### config.mk
export PLATFORM = sky130hd
export DESIGN_NAME = vga_fb_arbiter
export DESIGN_NICKNAME = d
export VERILOG_FILES = /design/src/rtl/vga_fb_arbiter.sv
export SDC_FILE = /design/constraint.sdc
export NUM_CORES = 1
export LEC_CHECK = 0
export CAP_MARGIN = 20
export CELL_PAD_IN_SITES_DETAIL_PLACEMENT = 0
export CELL_PAD_IN_SITES_GLOBAL_PLACEMENT = 1
export CORE_ASPECT_RATIO = 0.75
export CORE_UTILIZATION = 26
export DETAILED_ROUTE_END_ITERATION = 16
export GPL_TIMING_DRIVEN = 0
export HOLD_SLACK_MARGIN = 0.12
export PLACE_DENSITY = 0.88
export SETUP_SLACK_MARGIN = 0.3
export SYNTH_ARGS = -nofsm -noshare
export SYNTH_HDL_FRONTEND = slang
export SYNTH_SLANG_ARGS = --single-unit
### constraint.sdc
create_clock -name clk -period 7.1 [get_ports clk]
set_clock_uncertainty 0.1 [all_clocks]
set_input_delay 1.42 -clock clk [delete_from_list [all_inputs] [get_ports clk]]
set_output_delay 1.42 -clock clk [all_outputs]
set_load 0.005 [all_outputs]
### src/rtl/vga_fb_arbiter.sv
// rtl/vga_fb_arbiter.sv - frame-buffer RAM arbiter: display line prefetch over draw-client writes
//
// Shares one single-port frame-buffer RAM between a line prefetcher (high priority)
// and a drawing client (valid/ready, low priority). During each horizontal blanking
// interval the next visible line is read into a ping-pong line buffer.
//
// Ports:
//   clk, rst_n            pixel clock, synchronous active-low reset
//   xcounter, ycounter    free-running position from the VGA sync generator
//   wr_valid/wr_ready     draw client handshake; wr_addr/wr_data write word
//   mem_en/mem_we         RAM strobe / write select; mem_addr, mem_wdata, mem_rdata
//   lb_we/lb_bank/lb_addr/lb_wdata   line-buffer write port
//   busy                  prefetch in progress
//   fetch_err             sticky: prefetch still running at xcounter==H_MAX

module vga_fb_arbiter #(
    parameter int H_ACTIVE = 640,
    parameter int H_MAX    = 800,
    parameter int V_ACTIVE = 480,
    parameter int V_MAX    = 525,
    parameter int WORDS    = 80,
    parameter int ADDR_W   = 16,
    parameter int DATA_W   = 32
) (
    input  logic              clk,
    input  logic              rst_n,
    input  logic [9:0]        xcounter,
    input  logic [9:0]        ycounter,
    input  logic              wr_valid,
    output logic              wr_ready,
    input  logic [ADDR_W-1:0] wr_addr,
    input  logic [DATA_W-1:0] wr_data,
    output logic              mem_en,
    output logic              mem_we,
    output logic [ADDR_W-1:0] mem_addr,
    output logic [DATA_W-1:0] mem_wdata,
    input  logic [DATA_W-1:0] mem_rdata,
    output logic              lb_we,
    output logic              lb_bank,
    output logic [6:0]        lb_addr,
    output logic [DATA_W-1:0] lb_wdata,
    output logic              busy,
    output logic              fetch_err
);

    // The word index must be able to count to WORDS-1 even when a line is wider
    // than the 7-bit line-buffer address; lb_addr then carries its low bits.
    localparam int IDX_W = (WORDS > 128) ? $clog2(WORDS) : 7;

    typedef enum logic [1:0] {
        ST_IDLE  = 2'd0,
        ST_FETCH = 2'd1,
        ST_DRAIN = 2'd2
    } state_t;

    state_t            r_state;
    state_t            w_next_state;
    logic [IDX_W-1:0]  r_idx;
    logic [ADDR_W-1:0] r_base;
    logic              r_bank;
    logic              r_lb_we;
    logic [6:0]        r_lb_addr;
    logic              r_fetch_err;

    logic [9:0]        w_next_y;
    logic              w_trig;
    logic [ADDR_W-1:0] w_base;
    logic              w_wr_ready;
    logic              w_last;

    // The line fetched is the one after the current ycounter; the last scan line
    // of the frame wraps to line 0 so the first visible line is ready in time.
    assign w_next_y   = (ycounter == 10'(V_MAX)) ? 10'd0 : ycounter + 10'd1;
    assign w_trig     = (xcounter == 10'(H_ACTIVE)) && (w_next_y < 10'(V_ACTIVE));
    assign w_base     = ADDR_W'(w_next_y) * ADDR_W'(WORDS);
    assign w_last     = (r_idx == IDX_W'(WORDS - 1));
    // Prefetch wins on the trigger cycle itself, so the write waits for IDLE.
    assign w_wr_ready = (r_state == ST_IDLE) && !w_trig && rst_n;

    assign wr_ready  = w_wr_ready;
    assign lb_we     = r_lb_we;
    assign lb_bank   = r_bank;
    assign lb_addr   = r_lb_addr;
    assign lb_wdata  = r_lb_we ? mem_rdata : '0;
    assign fetch_err = r_fetch_err;

    always_comb begin
        w_next_state = r_state;
        mem_en       = 1'b0;
        mem_we       = 1'b0;
        mem_addr     = '0;
        mem_wdata    = '0;
        busy         = 1'b0;
        case (r_state)
            ST_IDLE: begin
                if (w_trig) begin
                    w_next_state = ST_FETCH;
                end else if (wr_valid && w_wr_ready) begin
                    mem_en    = 1'b1;
                    mem_we    = 1'b1;
                    mem_addr  = wr_addr;
                    mem_wdata = wr_data;
                end
            end
            ST_FETCH: begin
                busy     = 1'b1;
                mem_en   = 1'b1;
                mem_addr = r_base + ADDR_W'(r_idx);
                if (w_last) begin
                    w_next_state = ST_DRAIN;
                end
            end
            ST_DRAIN: begin
                busy         = 1'b1;
                w_next_state = ST_IDLE;
            end
            default: begin
                w_next_state = ST_IDLE;
            end
        endcase
    end

    always_ff @(posedge clk) begin
        if (!rst_n) begin
            r_state     <= ST_IDLE;
            r_idx       <= '0;
            r_base      <= '0;
            r_bank      <= 1'b0;
            r_lb_we     <= 1'b0;
            r_lb_addr   <= '0;
            r_fetch_err <= 1'b0;
        end else begin
            r_state <= w_next_state;
            // A read issued this cycle returns next cycle; capture it then.
            r_lb_we <= (r_state == ST_FETCH);
            if (r_state == ST_FETCH) begin
                r_lb_addr <= 7'(r_idx);
                r_idx     <= r_idx + 1'b1;
            end else if (r_state == ST_IDLE && w_trig) begin
                r_base <= w_base;
                r_bank <= w_next_y[0];
                r_idx  <= '0;
            end
            if (r_state != ST_IDLE && xcounter == 10'(H_MAX)) begin
                r_fetch_err <= 1'b1;
            end
        end
    end

endmodule

; ---- Word level (Yosys, flattened, before mapping)
; Index checks and enable logic that the tools add are counted.
[totals]
regBits = 31
latchBits = 0
ramBits = 0
rom_bits = 0
input_bits = 103
word_cells = 52
n_memories = 0
[op_classes]
add_sub_neg = 3
n_mul = 1
div = 0
order_cmp = 1
eq_ne = 8
n_shift = 0
n_mux = 18
bitwise_logic = 1
reduce_logical = 13
[ops]
columns = operator, n
row1 = $mux W32, 4
row2 = $mux W16, 2
row3 = $pmux W16 S2, 1
row4 = $eq A10 B10 Y1 const B, 3
row5 = $add A16 B7 Y16, 1
row6 = $mux W7, 2
row7 = $mul A10 B3 Y12 const B, 1
row8 = $add A10 B1 Y10 const B, 1
row9 = $lt A10 B9 Y1 const B, 1
row10 = $mux W10, 1
row11 = $add A7 B1 Y7 const B, 1
row12 = $eq A7 B7 Y1 const B, 1
row13 = $logic_and A1 B1 Y1, 6
row14 = $mux W1, 4
row15 = $mux W2, 2
row16 = $ne A2 B2 Y1 const B, 2
row17 = $pmux W2 S2, 1
row18 = $reduce_and A2 Y1, 2
row19 = $reduce_bool A2 Y1, 2
row20 = $eq A2 B1 Y1 const B, 1
row21 = $eq A2 B2 Y1 const B, 1
row22 = $logic_not A2 Y1, 1
row23 = $pmux W1 S2, 1
row24 = $reduce_or A2 Y1, 1
row25 = 2 further kinds, 2

; ---- Logic depth before layout (Yosys ltp)
; Gate-level depths: netlist of the first run.
[depth]
word_depth = 11
ltp_mapped = 15

; ---- Worst setup path before layout of the first run
; OpenSTA, ideal clock, no wires.
[synth_path]
path_kind = input port to output port
start = input port ycounter[0]
end = output port mem_wdata[22]
arrival_ns = 3.244
required_time_ns = 5.580
setup_slack_ns = 2.336
cell_stages = 9
path_buffers = 2
path_cell_list = ha_1 nor4b_1 a21oi_2 a2111oi_4 or3_4 and4_4 buf_6 buf_4 and2_1
[synth_via]
elab_chain_cells = 11
[synth_rtl]
columns = element, line_no
row1 = start: declaration, 28  ; input logic [9:0] ycounter,
row2 = $add A10 B1 Y10 or $eq A10 B10 Y1 (tied branches), 73  ; assign w_next_y = (ycounter == 10'(V_MAX)) ? 10'd0 : ycounter + 10'd1;
row3 = $mux W10 *, 73
row4 = $lt A10 B9 Y1 *, 74  ; assign w_trig = (xcounter == 10'(H_ACTIVE)) && (w_next_y < 10'(V_ACTIVE));
row5 = $logic_and A1 B1 Y1 *, 74
row6 = $logic_not A1 Y1, 78  ; assign w_wr_ready = (r_state == ST_IDLE) && !w_trig && rst_n;
row7 = $logic_and A1 B1 Y1 (2 in a row), 78
row8 = $logic_and A1 B1 Y1, 98  ; end else if (wr_valid && w_wr_ready) begin
row9 = $mux W32, 98
row10 = $mux W32 *, 96  ; if (w_trig) begin
row11 = $mux W32 *, 94  ; case (r_state)
row12 = end: declaration, 36  ; output logic [DATA_W-1:0] mem_wdata,
; Mark *: on every way between the ends. The rest lies on a longest branch, timed or not.

; ---- Final worst setup path of the first run
[layout_path]
start = input port ycounter[0]
end = output port mem_addr[3]
[layout_via]
elab_chain_cells = 11
[layout_rtl]
columns = element, line_no
row1 = $add A10 B1 Y10 or $eq A10 B10 Y1 (tied branches), 73
row2 = $mux W10 *, 73
row3 = $lt A10 B9 Y1 *, 74
row4 = $logic_and A1 B1 Y1 *, 74
row5 = $logic_not A1 Y1, 78
row6 = $logic_and A1 B1 Y1 (2 in a row), 78
row7 = $logic_and A1 B1 Y1, 98
row8 = $mux W16, 98
row9 = $mux W16 *, 96
row10 = $pmux W16 S2 *, 94
row11 = end: declaration, 35  ; output logic [ADDR_W-1:0] mem_addr,
; Marks and branches as above.

==> run metrics, run 1 <==
grt total ovfl 0; ratio of cells with drive above 1 in the final layout under 10%; Die Ht 92.5 µm; f_max roughly 160 MHz; Critical R2R Launch r_state[1]; Core Util, Final roughly half; Syn Std Cell Area approximately 0.0028 mm²; drt total wl about 9700 µm; area of the die 0.0114 mm²; Avg Cell Area, Syn a little over 8 µm²; RSZ-0062 raised after global routing no; crit path kind input port to output pin; most common cell after layout, fill and taps aside clkdlybuf4s50_1; Critical Path RT ~5.6 ns; HP Class register to register; Critical Path Source Type input port; cell count after placement 677; CP delay by family, top buffers and inverters; number of core rows 32; DP HPWL between 8000 and 9000 µm; Num CTS Buffers 5; ys async rst share 0%; number of max-cap violations 0; GR Util All Layers between 10% and 20%; WP data arrival roughly 4.6 ns; Crit path largest cell delay ~0.55 ns; clock root cell clkbuf_16; Final Max Slew Viols 0; Mapped Nets roughly 480; # setup viols final 0; Leak 1.99 nW; final period utilization 86.6%; CP startpoint ycounter[0]; most frequent cells in the layout clkdlybuf4s50_1, and2_1, nor2_1; Final Non-Filler Cells about 700; layout filler cell count between 1000 and 1500; most area-hungry cell type in the Yosys netlist dfxtp_1; area fraction of the dominant cell type after synthesis between 20% and 30%; Worst-path clk slew ~0.050 ns; Initial Utilization 27.2%; dominant cells by area after synthesis dfxtp_1, and2_1, ha_1; CTS tree yes; Post-Synthesis Cells roughly 350; drt wl/cell roughly 14 µm; Core Area approximately 0.010 mm²; yosys warns 0; WP buf/inv 4; sequential-to-total area share from yosys stat a little over a fifth; Placed Area about 0.0050 mm²; setup slack after layout 0.952 ns; postcts setup bufs 0; crit path max fanout 10; worst slack, placed 0.988 ns; endpoints failing hold 0; worst ir drop on vdd approximately 0.000088 V; TNS Setup 0 ns; Area Growth Syn to Fin 79.5%; CP max-delay cell clkdlybuf4s50_1; largest net degree at the start of global routing 11; design area around 0.005 mm²; DRC 0; Slew HR 53.0%; GPL Wtd Cong between 0.8 and 0.9; global-route wire length before repair 14500 µm; worst hold margin 0.371 ns; number of synthesized flops with an enable pin 0; latest clock arrival within the worst-skew pair around 0.27 ns; detailed-route via count 3163; Pwr Density about 110 mW/mm²; power consumption 0.555 mW; CTS Buffer Depth 2; Ports a little under 200; Post-CTS Hold Fix Bufs 0; number of global-route vias before repair ~3000; status finished clean; Worst setup EP type output pin; Yosys reg bits 30; top_reg_cell synth dfxtp_1; PostCTS Resize Cnt 0; post-route ant nets 0; H-tree depth 2; number of library cell types mapped by synthesis 48; Inserted Diodes 0; final critical-path required period between 6 and 7 ns; drt pass-1 iters 4; DRT iter0 DRCs 55; vias per cell between 4 and 5; initial antenna violation count 0; crit-path cells clkdlybuf4s50_1, ha_1, nor4b_1, a21oi_2, a2111oi_4, or3_4, and4_4, buf_6, buf_6, a22o_1, clkdlybuf4s50_1; Clock Sinks 30; Die X 123 µm; Nets around 680; Buffers on Ports ~190; hold path start fetch_err; Worst-Margin Slew 0.699 ns
-- area by class of cell --
cell class	count	area [µm²]	area share (%)
Buffer	22	140	2.75
Clock buffer	7	143	2.80
Clock inverter	1	5.00	0.0981
Inverter	10	37.5	0.736
Multi-Input combinational cell	285	2060	40.4
Sequential cell	30	601	11.8
Tap cell	136	170	3.34
Timing Repair Buffer	194	1940	38.1
-- synthesized netlist by cell type (all sizes together), types with 2 or more instances --
cell	count
a211oi	2
a21o	4
a21oi	6
a22o	16
a31oi	2
and2	66
and3	3
buf	11
clkbuf	11
dfxtp	30
fa	2
ha	24
inv	10
mux2i	17
nand2	20
nand3	7
nand3b	5
nand4	9
nor2	43
nor3	3
nor4b	3
o211ai	2
o21a	4
o21ai	5
o21bai	2
o22ai	2
xnor2	17
xor2	10
-- per-layer routing --
| metal | vias up | global-route usage, % | part of all wire, % |
|---|---|---|---|
| met1 | 1457 | 17.5 | 41 |
| met3 | 15 | 2.71 | 6.0 |
| met2 | 103 | 31.8 | 51 |
| met5 | - | 0 | 0 |
| li1 | 1588 | - | - |
| met4 | 0 | 4.67 | 1.9 |
-- where the power goes --
group	switching [mW]	total [mW]	internal [mW]	leakage (nW)
combinational	0.0662	0.175	0.109	1.68
clock	0.0719	0.211	0.139	0.0739
sequential	0.000228	0.169	0.169	0.242
total	0.138	0.555	0.417	1.99
-- cell families (layout without fill, tap and decap cells) --
family | after synthesis | after routing | share of synthesized area [%]
xor+xnor | 27 | 27 | 8.32
fa+ha+maj | 26 | 26 | 12.0
simple gates | 166 | 166 | 32.4
mux | 17 | 17 | 6.12
compound gates | 49 | 49 | 13.8
flops | 30 | 30 | 21.1
buf+inv | 32 | 234 | 6.25
-- worst min-delay path, cell delays in order, from the launching register on --
cell and delay, ns:
dfxtp_1 0.32, a31oi_1 0.05, nor2_1 0.07
-- worst paths after layout --
kind                  to  slack (ns)  depth (start not counted)
max          mem_addr[3]        0.95                         11
max reg2reg    r_base[4]        4.87                          8
min            fetch_err        0.37                          2
min reg2reg    fetch_err        0.37                          2
-- registers in the layout (all words and copies together), names as in the netlist --
signal	cells
r_base	12
lb_addr	7
r_idx	7
r_state	2
fetch_err	1
lb_we	1
(Power assumes the default switching activity.)
==> inputs of run 2 (changes only) <==
==> constraint.sdc (replaced) <==
create_clock -name clk -period 7.1 [get_ports clk]
set_clock_uncertainty 0.1 [all_clocks]
set_input_delay 1.775 -clock clk [delete_from_list [all_inputs] [get_ports clk]]
set_output_delay 1.775 -clock clk [all_outputs]
set_load 0.005 [all_outputs]
==> run metrics, run 2 (synthesis results as in run 1) <==
Reg with most FFs r_base (unchanged); Worst setup EP type output pin (unchanged); f_max 151 MHz (was 163 MHz); Pwr Density 109 mW/mm² (about the same); number of max-cap violations 0 (unchanged); Initial Utilization 27.2% (unchanged); H-tree depth 2 (unchanged); Critical Path RT 5.22 ns (was 5.58 ns); Die Ht 92.5 µm (unchanged); vias per cell 4.63 (was 4.62); Crit path largest cell delay 0.60 ns (was 0.55 ns); setup slack after layout 0.473 ns (was 0.952 ns); TNS Setup 0 ns (unchanged); post-route ant nets 0 (unchanged); crit path kind input port to output pin (unchanged); ratio of cells with drive above 1 in the final layout 5.28% (was 4.92%); GPL Wtd Cong 0.882 (unchanged); endpoints failing hold 0 (unchanged); final period utilization 93.3% (was 86.6%); Num CTS Buffers 5 (unchanged); Core Area 0.0105 mm² (unchanged); hold path start fetch_err (unchanged); CP max-delay cell clkdlybuf4s50_1 (unchanged); worst slack, placed 0.278 ns (was 0.988 ns); Leak 2.00 nW (was 1.99 nW); most common cell after layout, fill and taps aside clkdlybuf4s50_1 (unchanged); number of global-route vias before repair 2920 (unchanged); Inserted Diodes 0 (unchanged); Die X 123 µm (unchanged); flop-to-flop setup slack 4.87 ns (about the same); Worst Hold End fetch_err (unchanged); Clock Sinks 30 (unchanged); WHS Path Cells 2 (unchanged); GR Util All Layers 16.2% (unchanged); number of core rows 32 (unchanged); latest clock arrival within the worst-skew pair 0.27 ns (about the same); drt pass-1 iters 4 (unchanged); worst ir drop on vdd 0.0000878 V (was 0.0000879 V); cells on worst reg2reg path 8 (unchanged); detailed-route via count 3172 (was 3163); most frequent cells in the layout clkdlybuf4s50_1, and2_1, nor2_1 (unchanged); Critical Path Source Type input port (unchanged); largest net degree at the start of global routing 11 (unchanged); Area Growth Syn to Fin 80.2% (was 79.5%); Nets 677 (unchanged); DRT iter0 DRCs 60 (was 55); drt total wl 9660 µm (was 9650 µm); DP HPWL 8390 µm (unchanged); initial antenna violation count 0 (unchanged); final critical-path required period 6.63 ns (was 6.15 ns); Buffers on Ports 194 (unchanged); Ports 197 (unchanged); clock root cell clkbuf_16 (unchanged); Post-CTS Hold Fix Bufs 0 (unchanged); Worst-path clk slew 0.05 ns (about the same); CTS tree yes (unchanged); Critical R2R Launch r_state[1] (unchanged); Worst-Margin Slew 0.702 ns (was 0.699 ns); Final Max Slew Viols 0 (unchanged); RSZ-0062 raised after global routing no (unchanged); grt total ovfl 0 (unchanged); # setup viols final 0 (unchanged); area of the die 0.0114 mm² (unchanged); drt wl/cell 14.1 µm (about the same); crit path max fanout 10 (unchanged); crit-path cells clkdlybuf4s50_1, ha_4, nor4b_2, a21oi_2, a2111oi_4, or3_4, and4_4, buf_6, buf_6, a22o_1, clkdlybuf4s50_1 (was clkdlybuf4s50_1, ha_1, nor4b_1, a21oi_2, a2111oi_4, or3_4, and4_4, buf_6, buf_6, a22o_1, clkdlybuf4s50_1); Slew HR 52.9% (was 53.0%); Core Util, Final 49.0% (was 48.8%); global-route wire length before repair 14500 µm (unchanged); WP data arrival 4.75 ns (was 4.63 ns); HP Class register to register (unchanged); status finished clean (unchanged); reg2reg end r_base[5] (was r_base[4]); DRC 0 (unchanged); max reg flops 12 (unchanged); CTS Buffer Depth 2 (unchanged)
==> run 2: cell counts in the layout (fill, tap and decap cells not counted) <==
Identical to the previous run, type by type.
==> run 2: layout make-up <==
class | instances | area [µm²]
clock buffers | 7 | 143
clock inverters | 1 | 5.00
multi-input cells | 285 | 2080
inverters | 10 | 37.5
well taps | 136 | 170
fillers | 999 | 5330
flip-flops and latches | 30 | 601
repair buffers | 194 | 1940
plain buffers | 22 | 140
==> run 2: power by group <==
group | leakage [nW] | internal, mW | total (mW) | switching, mW
registers | 0.242 | 0.169 | 0.169 | 0.000228
clock network | 0.0739 | 0.139 | 0.210 | 0.0718
logic | 1.68 | 0.110 | 0.176 | 0.0665
total | 2.00 | 0.417 | 0.556 | 0.139
==> run 2: per-stage QoR <==
step	total power, mW	instance area, µm²	hold WS [ns]	std cells
floorplan	0.250	2840	0.336	347
CTS	0.557	5110	0.375	685
global route	0.583	5120	0.389	685
finish	0.556	5120	0.371	685
global placement	0.345	4950	0.349	677
detailed placement	0.348	4950	0.363	677
==> run 2: repair_timing <==
action / 4_1_cts / 5_1_grt
endpoints found under the setup margin: 48 / 49
buffers inserted: 0 / 0
gates resized for setup: 1 / 2
==> run 2: layer usage <==
metal  GRT usage [%]  share of wire [%]
met5               0                  0
met4            4.67                1.9
met3            2.71                6.0
met2            31.8                 52
met1            17.5                 40
==> run 2: critical path, delay by kind of cell <==
kind	cells	cell delay (ns)
AND/OR/NAND/NOR	3	0.69
AO/OA/AOI/OAI	3	0.67
buffers and inverters	4	1.38
adder cells (fa/ha/maj)	1	0.22
==> run 2: how the worst max path moves through the flow <==
stage	depth (start not counted)	start	endpoint
2_1_floorplan	9	ycounter[0]	mem_wdata[22]
3_3_place_gp	11	ycounter[0]	mem_addr[3]
3_5_place_dp	11	ycounter[0]	mem_addr[3]
4_1_cts	11	ycounter[0]	mem_addr[3]
5_1_grt	11	ycounter[0]	mem_addr[5]
6_report	11	ycounter[0]	mem_addr[3]
==> inputs of run 3 (changes only) <==
Settings changed: CAP_MARGIN 20 to default, CORE_MARGIN from default to 5, CTS_CLUSTER_DIAMETER from default to 100.
==> run metrics, run 3 (synthesis results as in run 1) <==
clock root cell clkbuf_16 (unchanged); TNS Setup 0 ns (unchanged); Post-CTS Hold Fix Bufs 0 (unchanged); final critical-path required period 6.62 ns (was 6.63 ns); setup slack after layout 0.482 ns (was 0.473 ns); drt total wl 9880 µm (was 9660 µm); met1 WL 4090 µm (was 3890 µm); crit path kind input port to output pin (unchanged); global-route wire length before repair 15200 µm (was 14500 µm); Critical Path RT 5.22 ns (about the same); Worst-path clk slew 0.05 ns (about the same); Ports 197 (unchanged); number of global-route vias before repair 3084 (was 2920); Critical Path Source Type input port (unchanged); reg2reg end r_base[5] (unchanged); HP Class register to register (unchanged); DP HPWL 8610 µm (was 8390 µm); WL met2 5060 µm (was 5010 µm); Buffers on Ports 194 (unchanged); crit path max fanout 10 (unchanged); Num CTS Buffers 5 (unchanged); worst slack, placed 0.247 ns (was 0.278 ns); endpoints failing hold 0 (unchanged); DR top layer met4 (unchanged); Slew HR 52.8% (was 52.9%); largest net degree at the start of global routing 11 (unchanged); postcts setup bufs 0 (unchanged); WP data arrival 4.74 ns (was 4.75 ns); most common cell after layout, fill and taps aside clkdlybuf4s50_1 (unchanged); Nets 677 (unchanged); Worst setup EP type output pin (unchanged); Final Max Slew Viols 0 (unchanged); CTS Buffer Depth 2 (unchanged); power consumption 0.581 mW (was 0.556 mW); number of core rows 33 (was 32); CTS tree yes (unchanged); Pwr Density 113 mW/mm² (was 109 mW/mm²); initial antenna violation count 0 (unchanged); Die X 131 µm (was 123 µm); # setup viols final 0 (unchanged); post-route ant nets 0 (unchanged); detailed-route via count 3090 (was 3172); Worst Hold End r_state[1] (was fetch_err); f_max 151 MHz (about the same); multi-input gate area in the final layout 0.00207 mm² (was 0.00208 mm²); ratio of cells with drive above 1 in the final layout 5.28% (unchanged); status finished clean (unchanged); Reg with most FFs r_base (unchanged); layout filler cell count 999 (unchanged); Core Area 0.0108 mm² (was 0.0105 mm²); grt total ovfl 0 (unchanged); max reg flops 12 (unchanged); area of the die 0.0131 mm² (was 0.0114 mm²); vias per cell 4.48 (was 4.63); Core Util, Final 47.5% (was 49.0%); worst ir drop on vdd 0.0000813 V (was 0.0000878 V); H-tree depth 2 (unchanged); Initial Utilization 26.3% (was 27.2%); worst hold margin 0.373 ns (was 0.371 ns); hold path start r_state[1] (was fetch_err); Inserted Diodes 0 (unchanged); most frequent cells in the layout clkdlybuf4s50_1, and2_1, nor2_1 (unchanged); Clock Sinks 30 (unchanged); WL met3 666 µm (was 577 µm); GR Util All Layers 14.2% (was 16.2%); RSZ-0062 raised after global routing no (unchanged); Die Ht 101 µm (was 92.5 µm); drt wl/cell 14.3 µm (was 14.1 µm); Reg area 601 µm² (unchanged); DRC 0 (unchanged); final period utilization 93.2% (was 93.3%); number of max-cap violations 0 (unchanged); Area Growth Syn to Fin 80.7% (was 80.2%); flop-to-flop setup slack 4.85 ns (was 4.87 ns); WHS Path Cells 1 (was 2); drt pass-1 iters 4 (unchanged); cells on worst reg2reg path 8 (unchanged); DRT iter0 DRCs 81 (was 60); Worst-Margin Slew 0.702 ns (about the same); GPL Wtd Cong 0.799 (was 0.882); Critical R2R Launch r_state[1] (unchanged); Leak 2.00 nW (about the same); latest clock arrival within the worst-skew pair 0.27 ns (about the same)
==> run 3: worst max-delay path by stage <==
stage / from / to / slack (ns) / cells after the start
floorplan: ycounter[0] / mem_wdata[22] / 1.63 / 9
global placement: ycounter[0] / mem_wdata[17] / 0.34 / 11
detailed placement: ycounter[0] / mem_wdata[14] / 0.25 / 11
CTS: ycounter[0] / mem_wdata[14] / 0.34 / 11
global route: ycounter[0] / mem_wdata[14] / 0.31 / 11
finish: ycounter[0] / mem_wdata[14] / 0.48 / 11
==> run 3: final cells by class <==
cell class	count	area share, %
Sequential cell	30	11.7
Clock inverter	2	0.731
Clock buffer	6	2.51
Tap cell	140	3.41
Inverter	10	0.731
Buffer	22	2.73
Timing Repair Buffer	194	37.8
Multi-Input combinational cell	285	40.4
==> run 3: worst max-delay path: stages <==
cell and delay (ns):
clkdlybuf4s50_1 0.56, ha_2 0.28, nor4b_2 0.27, a21oi_2 0.08
a2111oi_4 0.39, or3_4 0.23, and4_4 0.22, buf_6 0.12
buf_4 0.14, and2_1 0.13, clkdlybuf4s50_1 0.53
==> run 3: repair_timing <==
action / 4_1_cts / 5_1_grt
setup endpoints to repair: 48 / 49
pin swaps: 0 / 1
resized for setup: 1 / 1
==> run 3: per-layer routing <==
layer | up-vias | global-route usage, %
met2 | 98 | 27.2
met5 | - | 0
li1 | 1592 | -
met4 | 0 | 2.37
met1 | 1396 | 17.1
met3 | 4 | 1.75
==> run 3: metrics by stage <==
stage / instance area [µm²] / cells
after CTS: 5130 / 689
after global placement: 4960 / 681
after floorplan: 2840 / 347
after global routing: 5130 / 689
final: 5130 / 689
after detailed placement: 4960 / 681
==> run 3: where the power goes <==
| group | total (mW) | leakage, nW | internal [mW] | switching (mW) |
|---|---|---|---|---|
| logic | 0.175 | 1.68 | 0.109 | 0.0654 |
| clock network | 0.237 | 0.0771 | 0.165 | 0.0715 |
| registers | 0.169 | 0.242 | 0.169 | 0.000212 |
